<file path="src/rtl/uart_tx_arbiter.sv">
// Message-granular round-robin arbiter that shares one UART TX byte stream between
// two requesters, with an inter-message idle gap and a stall watchdog on the owner.
module uart_tx_arbiter #(
  parameter int GAP_CYCLES     = 16,
  parameter int TIMEOUT_CYCLES = 50000
) (
  input  logic       clk,
  input  logic       reset,
  input  logic [7:0] s0_data,
  input  logic       s0_valid,
  input  logic       s0_last,
  output logic       s0_ready,
  input  logic [7:0] s1_data,
  input  logic       s1_valid,
  input  logic       s1_last,
  output logic       s1_ready,
  output logic [7:0] m_data,
  output logic       m_valid,
  output logic       m_last,
  input  logic       m_ready,
  output logic [1:0] grant,
  output logic       busy,
  output logic       abort,
  output logic       abort_src,
  output logic [1:0] fsm_state
);

  typedef enum logic [1:0] {
    IDLE  = 2'd0,
    GRANT = 2'd1,
    GAP   = 2'd2
  } state_t;

  localparam int GW = (GAP_CYCLES > 0) ? $clog2(GAP_CYCLES + 1) : 1;
  localparam int TW = (TIMEOUT_CYCLES > 0) ? $clog2(TIMEOUT_CYCLES + 1) : 1;
  localparam logic [GW-1:0] GAP_LAST = (GAP_CYCLES > 0) ? GW'(GAP_CYCLES - 1) : '0;
  localparam logic [TW-1:0] WD_LAST = (TIMEOUT_CYCLES > 0) ? TW'(TIMEOUT_CYCLES - 1) : '0;
  localparam state_t AFTER_MSG = (GAP_CYCLES > 0) ? GAP : IDLE;

  state_t        state;
  logic          owner;
  logic          last_served;
  logic          abort_src_q;
  logic [1:0]    grant_q;
  logic [GW-1:0] gap_cnt;
  logic [TW-1:0] wd_cnt;

  logic       in_grant;
  logic       owner_valid;
  logic       owner_last;
  logic [7:0] owner_data;
  logic       xfer_last;
  logic       timeout;
  logic       pick;

  // Handshake: a byte moves on any cycle with m_valid && m_ready; in GRANT the
  // owner's valid/data/last pass straight through and its ready mirrors m_ready,
  // while the non-owner sees ready=0 and its valid is ignored.
  always_comb begin
    in_grant    = (state == GRANT);
    owner_valid = owner ? s1_valid : s0_valid;
    owner_last  = owner ? s1_last : s0_last;
    owner_data  = owner ? s1_data : s0_data;

    m_valid  = in_grant & owner_valid;
    m_last   = in_grant & owner_valid & owner_last;
    m_data   = in_grant ? owner_data : 8'h00;
    s0_ready = in_grant & ~owner & m_ready;
    s1_ready = in_grant & owner & m_ready;

    xfer_last = m_valid & m_ready & m_last;
    // The T-th consecutive starved cycle aborts in the same cycle; a valid owner wins.
    timeout   = in_grant & ~owner_valid & (wd_cnt == WD_LAST) & ~reset;

    // Tie goes to the requester not served last; a lone requester always wins.
    pick = (s0_valid & s1_valid) ? ~last_served : s1_valid;

    abort     = timeout;
    abort_src = timeout ? owner : abort_src_q;
    grant     = grant_q;
    busy      = (state != IDLE);
    fsm_state = state;
  end

  always_ff @(posedge clk) begin
    if (reset) begin
      state       <= IDLE;
      owner       <= 1'b0;
      last_served <= 1'b1;
      abort_src_q <= 1'b0;
      grant_q     <= 2'b00;
      gap_cnt     <= '0;
      wd_cnt      <= '0;
    end else begin
      case (state)
        IDLE: begin
          if (s0_valid | s1_valid) begin
            owner   <= pick;
            grant_q <= pick ? 2'b10 : 2'b01;
            wd_cnt  <= '0;
            state   <= GRANT;
          end
        end
        GRANT: begin
          if (xfer_last || timeout) begin
            last_served <= owner;
            grant_q     <= 2'b00;
            wd_cnt      <= '0;
            gap_cnt     <= '0;
            state       <= AFTER_MSG;
            if (timeout) abort_src_q <= owner;
          end else if (owner_valid) begin
            wd_cnt <= '0;
          end else if (wd_cnt != WD_LAST) begin
            wd_cnt <= wd_cnt + TW'(1);
          end
        end
        GAP: begin
          if (gap_cnt == GAP_LAST) begin
            gap_cnt <= '0;
            state   <= IDLE;
          end else begin
            gap_cnt <= gap_cnt + GW'(1);
          end
        end
        default: state <= IDLE;
      endcase
    end
  end

endmodule

</file>
<file path="config.mk">
export PLATFORM = sky130hd
export DESIGN_NAME = uart_tx_arbiter
export DESIGN_NICKNAME = d
export VERILOG_FILES = /design/src/rtl/uart_tx_arbiter.sv
export SDC_FILE = /design/constraint.sdc
export NUM_CORES = 1
export LEC_CHECK = 0
export CORE_ASPECT_RATIO = 2
export CORE_MARGIN = 1.5
export CORE_UTILIZATION = 49
export CTS_CLUSTER_SIZE = 25
export DETAILED_ROUTE_END_ITERATION = 16
export GPL_TIMING_DRIVEN = 0
export HOLD_SLACK_MARGIN = 0.15
export PLACE_DENSITY_LB_ADDON = 0.25
export SLEW_MARGIN = 20
export SYNTH_ARGS = -nofsm -noshare
export SYNTH_HDL_FRONTEND = slang
export SYNTH_SLANG_ARGS = --single-unit
</file>
<file path="constraint.sdc">
create_clock -name clk -period 2.7 [get_ports clk]
set_clock_uncertainty 0.15 [all_clocks]
set_input_delay 0.54 -clock clk [delete_from_list [all_inputs] [get_ports clk]]
set_output_delay 0.54 -clock clk [all_outputs]
set_load 0.05 [all_outputs]
</file>
# Yosys cells after proc, flatten, opt, wreduce, memory -nomap -nowiden
# Index checks and enable logic that the tools add are counted.
[word_totals] out_inout_bits=19 wordCells=68 latchBits=0 in_bits=23 ram_bits=0 mem_count=0 ff_bits=28 rom_bits=0
[classes] n_addsub=2 order_cmp=0 shift=0 n_mul=0 n_bitwise=17 eq_ne=9 n_reduce_logical=11 muxes=22 n_div=0
[op_table] op="two-way mux 16 bit" n=4
[op_table] op="case mux 16 bit (2 select lines)" n=1
[op_table] op="adder 16 x 1 -> 16 bit (second input constant)" n=1
[op_table] op="equality test 16 bit (second input constant)" n=1
[op_table] op="two-way mux 8 bit" n=2
[op_table] op="!= test 16 bit (second input constant)" n=1
[op_table] op="AND 1 bit" n=12
[op_table] op="two-way mux 2 bit" n=6
[op_table] op="two-way mux 5 bit" n=2
[op_table] op="case mux 5 bit (2 select lines)" n=1
[op_table] op="AND reduction 3 bit" n=3
[op_table] op="case mux 2 bit (3 select lines)" n=1
[op_table] op="AND reduction 2 bit" n=3
[op_table] op="nonzero test 2 bit" n=3
[op_table] op="adder 5 x 1 -> 5 bit (second input constant)" n=1
[op_table] op="equality test 5 x 4 -> 1 bit (second input constant)" n=1
[op_table] op="two-way mux 1 bit" n=4
[op_table] op="!= test 2 bit (second input constant)" n=2
[op_table] op="!= test 4 x 1 -> 1 bit (second input constant)" n=1
[op_table] op="inverter 1 bit" n=4
[op_table] op="case mux 2 bit (2 select lines)" n=1
[op_table] op="equality test 2 x 1 -> 1 bit (second input constant)" n=1
[op_table] op="equality test 2 bit (second input constant)" n=1
[op_table] op="zero test 2 bit" n=1
[op_table] op="other kinds (3)" n=3

# Longest topological paths before layout
# Gate-level depths: netlist of run 1.
[depth] word_depth=8 mapped_depth=6 mapped_depth_nobuf=5

# Least setup slack after synthesis of run 1
# No wires, ideal clock.
[synth_timing] path_kind="reg-to-output" from="reg wd_cnt[0]" to="out abort" t_required_ps=2010 stages_incl_launch_ff=6 arrival_ps=1868 path_slack_ps=142 n_path_buf=1 cell_sequence="dfxtp_1 -> ha_1 -> and4_4 -> nand4_2 -> buf_2 -> nor2_1"
[synth_via] elab_chain_cells=3
[synth_rtl] item="from (decl)" line="46" text="logic [TW-1:0] wd_cnt;"
[synth_rtl] item="from (signal assigned)" line="115" text="wd_cnt <= wd_cnt + TW'(1);"
[synth_rtl] item="equality test 16 bit" line="73" text="timeout = in_grant & ~owner_valid & (wd_cnt == WD_LAST) & ~reset;"
[synth_rtl] item="AND 1 bit (2 in series)" line="73"
[synth_rtl] item="to (decl)" line="23" text="output logic abort,"
# No other way between the ends.

# Worst setup path after layout of run 1
[layout_timing] from="in s0_valid" to="out abort_src"
[layout_via] elab_chain_cells=6
[layout_rtl] item="from (decl)" line="10" text="input logic s0_valid,"
[layout_rtl] item="two-way mux 1 bit" line="61" text="owner_valid = owner ? s1_valid : s0_valid;"
[layout_rtl] item="inverter 1 bit" line="73"
[layout_rtl] item="AND 1 bit (3 in series)" line="73"
[layout_rtl] item="two-way mux 1 bit"
[layout_rtl] item="to (decl)" line="24" text="output logic abort_src,"
# No other way between the ends.

==> metrics.txt, run 1 <==
# TYPE chip_impl_metric gauge
chip_impl_metric{name="synth_sequential_area_ratio",unit="%"} 32.02
chip_impl_metric{name="synth.net_count",unit=""} 231
chip_impl_metric{name="numClockSinks",unit=""} 28
chip_impl_metric{name="drtPass1Iterations",unit=""} 4
chip_impl_metric{name="final_antenna_diode_count",unit=""} 0
chip_impl_info{name="status",value="finished clean"} 1
chip_impl_metric{name="place.detailed.hpwl",unit="µm"} 3562
chip_impl_metric{name="final-max-slew-violation-count",unit=""} 0
chip_impl_metric{name="routedWlPerCell",unit="µm"} 15.67
chip_impl_info{name="rsz0062_at_grt",value="no"} 1
chip_impl_info{name="crit_type",value="in2out"} 1
chip_impl_metric{name="post_route_cells_drive_above_1_share",unit="%"} 13.15
chip_impl_metric{name="top_level_ports",unit=""} 42
chip_impl_metric{name="route.vias.total",unit=""} 1750
chip_impl_metric{name="sequential_group_share_of_total_power",unit="%"} 42.6
chip_impl_metric{name="vias_per_cell",unit=""} 5.853
chip_impl_info{name="timing.critical_path.from_type",value="input pin"} 1
chip_impl_metric{name="grt_util_met3",unit="%"} 3.734
chip_impl_metric{name="max-clock-path-buffers",unit=""} 2
chip_impl_metric{name="worst_skew_pair.late_latency",unit="ps"} 280
chip_impl_metric{name="grt.overflow.total",unit=""} 0
chip_impl_metric{name="core-area",unit="µm²"} 3416
chip_impl_metric{name="post_synthesis_sequential_element_count",unit=""} 28
chip_impl_metric{name="yosys_cell_types",unit=""} 53
chip_impl_metric{name="sw_frac_of_total",unit="%"} 29.18
chip_impl_info{name="synth.most_common_cell",value="dfxtp_1"} 1
chip_impl_metric{name="critical_path_required",unit="ps"} 2010
chip_impl_metric{name="final_util",unit="%"} 67.51
chip_impl_metric{name="timing.max_cap.violations",unit=""} 0
chip_impl_metric{name="final_min_period_over_clock_period",unit="%"} 96.84
chip_impl_metric{name="timing.final.setup_violations",unit=""} 0
chip_impl_metric{name="timing_worst_slew_pin_value",unit="ps"} 522.3
chip_impl_metric{name="fp.dieW",unit="µm"} 45.26
chip_impl_metric{name="chip_height",unit="µm"} 87.53
chip_impl_metric{name="p_leak",unit="nW"} 0.8810
chip_impl_metric{name="grt_max_degree",unit=""} 17
chip_impl_metric{name="max_slew_margin",unit="%"} 65.12
chip_impl_metric{name="number_of_flops_mapped_to_enable_cells_by_yosys",unit=""} 0
chip_impl_metric{name="timing.critical_path.fanout_max",unit=""} 10
chip_impl_metric{name="synthesis.area_per_instance",unit="µm²"} 8.497
chip_impl_metric{name="ir_drop",unit="µV"} 480.9
chip_impl_metric{name="area_growth_syn_to_layout",unit="%"} 31.74
chip_impl_info{name="tritoncts_clock_tree",value="built"} 1
chip_impl_metric{name="fin_crit",unit="ps"} 2615
chip_impl_metric{name="residual_drc_count",unit=""} 0
chip_impl_metric{name="number_of_buffers_created_by_cts",unit=""} 3
chip_impl_metric{name="wire_length_of_the_first_global_routing_pass",unit="µm"} 7610
chip_impl_metric{name="global_route.usage.met2",unit="%"} 47.01
chip_impl_metric{name="hold_viol",unit=""} 0
chip_impl_metric{name="netlist.area_leader.share",unit="%"} 32.02
chip_impl_info{name="crit_path_end_kind",value="output port"} 1
chip_impl_metric{name="post_dp_cell_area",unit="µm²"} 2211
chip_impl_metric{name="crit_arrival",unit="ps"} 1920
chip_impl_metric{name="postLayoutCellArea",unit="µm²"} 2306
chip_impl_metric{name="p_int",unit="mW"} 0.7119
chip_impl_metric{name="synth_cells",unit=""} 206
chip_impl_metric{name="gp_congestion",unit=""} 0.9525
chip_impl_metric{name="p_comb_share",unit="%"} 23.9
chip_impl_metric{name="gr-usage-met1",unit="%"} 26.05
chip_impl_metric{name="rows",unit=""} 30
chip_impl_metric{name="cts.reportedPaths.clkPinSlew",unit="ps"} 100
chip_impl_metric{name="drt-total-wl",unit="µm"} 4686
chip_impl_metric{name="grt_antenna_before_repair",unit=""} 0
chip_impl_metric{name="p_switching",unit="mW"} 0.2933
chip_impl_metric{name="grt_use_total",unit="%"} 25.33
chip_impl_info{name="clock_tree.root_cell",value="clkbuf_8"} 1
chip_impl_metric{name="power.clock.fraction",unit="%"} 33.5
chip_impl_info{name="dominantRegCellSynth",value="dfxtp_1"} 1
chip_impl_metric{name="top_achievable_clock_speed",unit="MHz"} 382.5
chip_impl_info{name="synth_commonest_cells",value="dfxtp_1 (28), nand2_1 (20), nor2_1 (19), a31oi_1 (13), mux2i_1 (11)"} 1
chip_impl_metric{name="design.die.area",unit="µm²"} 3961
chip_impl_metric{name="grt_pass1_vias",unit=""} 1701
chip_impl_metric{name="portBuffers",unit=""} 40
chip_impl_metric{name="nNetsFinal",unit=""} 277
chip_impl_metric{name="detail-route-antenna-nets",unit=""} 0
chip_impl_metric{name="synth.cell_area",unit="µm²"} 1750
chip_impl_metric{name="drt_iter0_drc",unit=""} 43
chip_impl_metric{name="htreeDepth",unit=""} 1
chip_impl_info{name="synthDominantAreaCellType",value="dfxtp_1"} 1
chip_impl_metric{name="synthesis_warnings",unit=""} 0
chip_impl_metric{name="start_util",unit="%"} 51.25
chip_impl_metric{name="async_set_or_reset_register_ratio_after_synthesis",unit="%"} 0
chip_impl_metric{name="powerDensity",unit="nW/µm²"} 435.9
chip_impl_info{name="grt_most_used_layer",value="met2"} 1
chip_impl_info{name="holdCritPathClass",value="reg2reg"} 1
chip_impl_info{name="netlist_top_cells_area",value="dfxtp_1 (32%), mux2i_1 (6.3%), a31oi_1 (4.6%)"} 1
## per-stage QoR
step	setup slack [ps]	cells	hold WS (ps)	TNS, ps	power [mW]
after floorplan	141.6	206	258.8	0	0.5942
after global placement	-913.6	294	267.1	-1943	0.6828
after detailed placement	-925.7	294	276.0	-1925	0.6856
after CTS	9.124	299	289.9	0	1.007
after global routing	1.331	299	300.8	0	1.037
final	85.31	299	287.0	0	1.005
## per-layer routing
metal | up-vias | wire [µm]
li1 | 867 | -
met1 | 828 | 1783
met2 | 37 | 2636
met3 | 18 | 102
met4 | 0 | 164
met5 | - | 0
## registers in the layout (all words and copies together), names as in the netlist
name / count
owner: 1
grant: 2
last_served: 1
wd_cnt: 16
abort_src_q: 1
fsm_state: 2
gap_cnt: 5
## worst max-delay path: stages
cell	delay, ps
dlygate4sd2_1	290
mux2_4	330
nor3_4	230
buf_6	180
nand3_1	100
nand2_1	100
buf_6	160
## power by group through the flow
stage	Sequential, mW	Clock, mW	Combinational [mW]
global route	0.429	0.352	0.256
floorplan	0.451	0	0.143
finish	0.428	0.337	0.240
CTS	0.428	0.338	0.241
detailed placement	0.437	0	0.249
global placement	0.437	0	0.246
## cell usage in the layout (no fill, tap or decap), drive strengths merged, types with 2 or more instances in the layout
cell type	netlist	routed
dfxtp	28	28
clkdlybuf4s50	0	24
nand2	20	20
nor2	19	19
a31oi	13	13
dlygate4sd2	0	12
buf	9	12
mux2i	11	11
nand3	9	9
and3	8	8
a21oi	8	8
inv	7	7
and4	7	7
clkbuf	4	7
nand4	6	6
o21ai	5	5
nor3	5	5
or3	4	4
nand2b	3	3
a41oi	3	3
mux2	3	3
nor2b	2	2
a31o	2	2
a311oi	2	2
o21a	2	2
o22ai	2	2
o2111ai	2	2
or4	2	2
a211o	2	2
ha	2	2
## path summary, 6_finish.rpt
kind	startpoint	end	slack (ps)	cells past startpoint
hold / removal	gap_cnt[4]	gap_cnt[4]	290	2
setup reg to reg	fsm_state[1]	gap_cnt[3]	720	4
hold reg to reg	gap_cnt[4]	gap_cnt[4]	290	2
setup / recovery	s0_valid	abort_src	90	7
## timing repair
item,in CTS,in global routing
gates resized for setup,31,5
buffers inserted,1,0
hold buffers,0,0
pin swaps,1,2
endpoints found under the setup margin,14,3
## area by class of cell
| cell class | count | area (µm²) |
|---|---|---|
| Tap cell | 48 | 60.06 |
| Timing Repair Buffer | 41 | 394.1 |
| Clock buffer | 3 | 41.29 |
| Sequential cell | 28 | 561.8 |
| Fill cell | 300 | 1110 |
| Multi-Input combinational cell | 158 | 1110 |
| Inverter | 7 | 26.28 |
| Buffer | 13 | 82.58 |
| Clock inverter | 1 | 30.03 |
## cells by family after synthesis
kind of cell	synth area share (%)
fa+ha+maj	1.429
simple gates	30.52
compound gates	20.66
flops	32.02
xor+xnor	1.001
mux	8.649
buf+inv	5.718
Note: power is estimated with default switching activity, not from simulation.
==> run 2, diff against run 1 <==
CORE_MARGIN = 4   (was 1.5)
CORE_UTILIZATION = 45   (was 49)
clock period = 2.1 ns   (was 2.7 ns; I/O delays follow)
==> run 2 against run 1 <==
  * The run now ends with negative setup slack left
  * Combinational power grew 37%
  * Die area grew 27%
  * Via count grew 7.7%
  * Worst setup slack lost 280 ps
==> metrics.txt, run 2 (synthesis results as in run 1) <==
# TYPE chip_impl_metric gauge
chip_impl_info{name="status",value="finished with violations"} 1
chip_impl_info{name="failed_checks",value="negative setup slack"} 1
chip_impl_metric{name="instances_no_fill",unit=""} 317
chip_impl_metric{name="placed_cells_incl_taps",unit=""} 295
chip_impl_metric{name="postLayoutCellArea",unit="µm²"} 2525
chip_impl_metric{name="grt.overflow.total",unit=""} 0
chip_impl_metric{name="grt_antenna_before_repair",unit=""} 0
chip_impl_metric{name="route.vias.total",unit=""} 1885
chip_impl_info{name="crit_type",value="reg2out"} 1
chip_impl_metric{name="powerDensity",unit="nW/µm²"} 480.1
chip_impl_metric{name="grt_max_degree",unit=""} 16
chip_impl_metric{name="htreeDepth",unit=""} 1
chip_impl_metric{name="chip_height",unit="µm"} 96.20
chip_impl_info{name="crit_path_end_kind",value="output port"} 1
chip_impl_metric{name="r2r_cells",unit=""} 8
chip_impl_metric{name="nNetsFinal",unit=""} 294
chip_impl_metric{name="detail-route-antenna-nets",unit=""} 0
chip_impl_metric{name="max_slew_margin",unit="%"} 64.63
chip_impl_metric{name="global_route.usage.met2",unit="%"} 42.23
chip_impl_metric{name="max-clock-path-buffers",unit=""} 2
chip_impl_metric{name="detailedPlace.worstSlack",unit="ps"} -1330
chip_impl_metric{name="max_ffs_per_register",unit=""} 16
chip_impl_metric{name="post_route_cells_drive_above_1_share",unit="%"} 32.09
chip_impl_info{name="layout.cells.most_common_list",value="buf_4 (22), clkdlybuf4s50_1 (21), nand2_1 (19), dfxtp_1 (17), nor2_1 (14)"} 1
chip_impl_info{name="hold_path.startpoint",value="gap_cnt[4]"} 1
chip_impl_metric{name="design.die.area",unit="µm²"} 5012
chip_impl_metric{name="vias_per_cell",unit=""} 5.946
chip_impl_metric{name="grt_util_met3",unit="%"} 2.326
chip_impl_info{name="layout.cells.most_common",value="buf_4"} 1
chip_impl_metric{name="final_antenna_diode_count",unit=""} 0
chip_impl_metric{name="reg2reg_slack",unit="ps"} -50
chip_impl_metric{name="drtPass1Iterations",unit=""} 4
chip_impl_metric{name="drt-total-wl",unit="µm"} 5376
chip_impl_info{name="holdCritPathClass",value="reg2reg"} 1
chip_impl_info{name="whs_endpoint",value="gap_cnt[4]"} 1
chip_impl_metric{name="total_power",unit="mW"} 1.212
chip_impl_metric{name="grt_use_total",unit="%"} 22.59
chip_impl_metric{name="final_util",unit="%"} 68.52
chip_impl_info{name="top_register",value="wd_cnt"} 1
chip_impl_info{name="grt_most_used_layer",value="met2"} 1
chip_impl_metric{name="timing_worst_slew_pin_value",unit="ps"} 525.0
chip_impl_metric{name="final_min_period_over_clock_period",unit="%"} 109.2
chip_impl_metric{name="top_level_ports",unit=""} 42
chip_impl_metric{name="worst_hold_margin",unit="ps"} 283.5
chip_impl_info{name="largest_registers",value="wd_cnt x16, gap_cnt x5"} 1
chip_impl_metric{name="timing.critical_path.fanout_max",unit=""} 2
chip_impl_metric{name="place.detailed.hpwl",unit="µm"} 3619
chip_impl_metric{name="wire_length_of_the_first_global_routing_pass",unit="µm"} 8556
chip_impl_info{name="tritoncts_clock_tree",value="built"} 1
chip_impl_metric{name="setup_total_negative_slack",unit="ps"} -495.4
chip_impl_metric{name="grt_pass1_vias",unit=""} 1816
chip_impl_info{name="worst_r2r_endpoint",value="grant[0]"} 1
chip_impl_metric{name="timing.max_cap.violations",unit=""} 0
chip_impl_metric{name="top_achievable_clock_speed",unit="MHz"} 436.2
chip_impl_metric{name="hold_viol",unit=""} 0
chip_impl_metric{name="residual_drc_count",unit=""} 0
chip_impl_metric{name="final-max-slew-violation-count",unit=""} 0
chip_impl_metric{name="final.setup.worst_slack",unit="ps"} -192.6
chip_impl_metric{name="rows",unit=""} 31
chip_impl_metric{name="numClockSinks",unit=""} 28
chip_impl_info{name="rsz0062_at_grt",value="yes"} 1
chip_impl_info{name="r2r-start",value="wd_cnt[0]"} 1
chip_impl_metric{name="number_of_buffers_created_by_cts",unit=""} 3
chip_impl_metric{name="timing.final.setup_violations",unit=""} 6
chip_impl_metric{name="ir_drop",unit="µV"} 570.0
chip_impl_metric{name="core-area",unit="µm²"} 3685
chip_impl_metric{name="p_leak",unit="nW"} 0.9804
chip_impl_info{name="timing.critical_path.from_type",value="flop"} 1
chip_impl_metric{name="drt_iter0_drc",unit=""} 77
chip_impl_metric{name="portBuffers",unit=""} 40
chip_impl_metric{name="area_growth_syn_to_layout",unit="%"} 44.25
chip_impl_metric{name="crit_arrival",unit="ps"} 1720
chip_impl_metric{name="gp_congestion",unit=""} 0.8792
chip_impl_metric{name="fin_crit",unit="ps"} 2293
chip_impl_metric{name="start_util",unit="%"} 47.50
chip_impl_metric{name="worst_skew_pair.late_latency",unit="ps"} 280
chip_impl_metric{name="fp.dieW",unit="µm"} 52.10
chip_impl_metric{name="critical_path_required",unit="ps"} 1530
chip_impl_info{name="clock_tree.root_cell",value="clkbuf_8"} 1
chip_impl_metric{name="routedWlPerCell",unit="µm"} 16.96
chip_impl_metric{name="worst_hold_path.num_cells",unit=""} 2
chip_impl_metric{name="post_dp_cell_area",unit="µm²"} 2235
chip_impl_metric{name="gr-usage-met1",unit="%"} 23.25
chip_impl_metric{name="cts.reportedPaths.clkPinSlew",unit="ps"} 100
-- run 2: cell types whose count changed in the layout (fill, tap and decap cells not counted), moves of 4 or more --
cell,change
dfxtp_1,-10
nor2_2,+4
dlygate4sd2_1,-9
buf_4,+19
dfxtp_4,+6
nor2_1,-5
dfxtp_2,+4
buf_2,+7
-- run 2: report_power, final --
group | leakage [nW] | total [mW] | internal (mW) | switching (mW)
clock | 0.0288 | 0.339 | 0.168 | 0.171
sequential | 0.233 | 0.544 | 0.534 | 0.00918
combinational | 0.718 | 0.329 | 0.127 | 0.202
-- run 2: layout make-up --
class / instances / area, µm²
flip-flops and latches: 28 / 589.3
fillers: 302 / 1160
multi-input cells: 158 / 1199
inverters: 7 / 26.28
repair buffers: 60 / 513.0
well taps: 49 / 61.31
plain buffers: 11 / 81.33
clock buffers: 4 / 55.05
-- run 2: how the worst max path moves through the flow --
stage,from,endpoint,cells after the start
detailed placement,s0_valid,abort_src,7
finish,wd_cnt[10],abort_src,6
CTS,owner,abort_src,6
global route,owner,abort_src,6
floorplan,wd_cnt[0],abort,5
global placement,s0_valid,abort_src,7
-- run 2: metal layers --
metal | share of wire (%) | routed length [µm]
met5 | 0 | 0
met2 | 59 | 3181
met3 | 2.7 | 147
met1 | 34 | 1850
met4 | 3.7 | 197
-- run 2: repair_timing --
action / in CTS / in global routing
pin swaps: 7 / 10
hold buffers: 0 / 0
resized for setup: 108 / 17
buffers inserted: 14 / 6
endpoints found under the setup margin: 15 / 12
-- run 2: worst max-delay path, cell delays in order, from the launching register on --
cell     delay (ps)
dfxtp_4         370
nor4b_4         400
and4_1          270
buf_6           120
nand3_4          80
nand2_4          70
buf_8           140
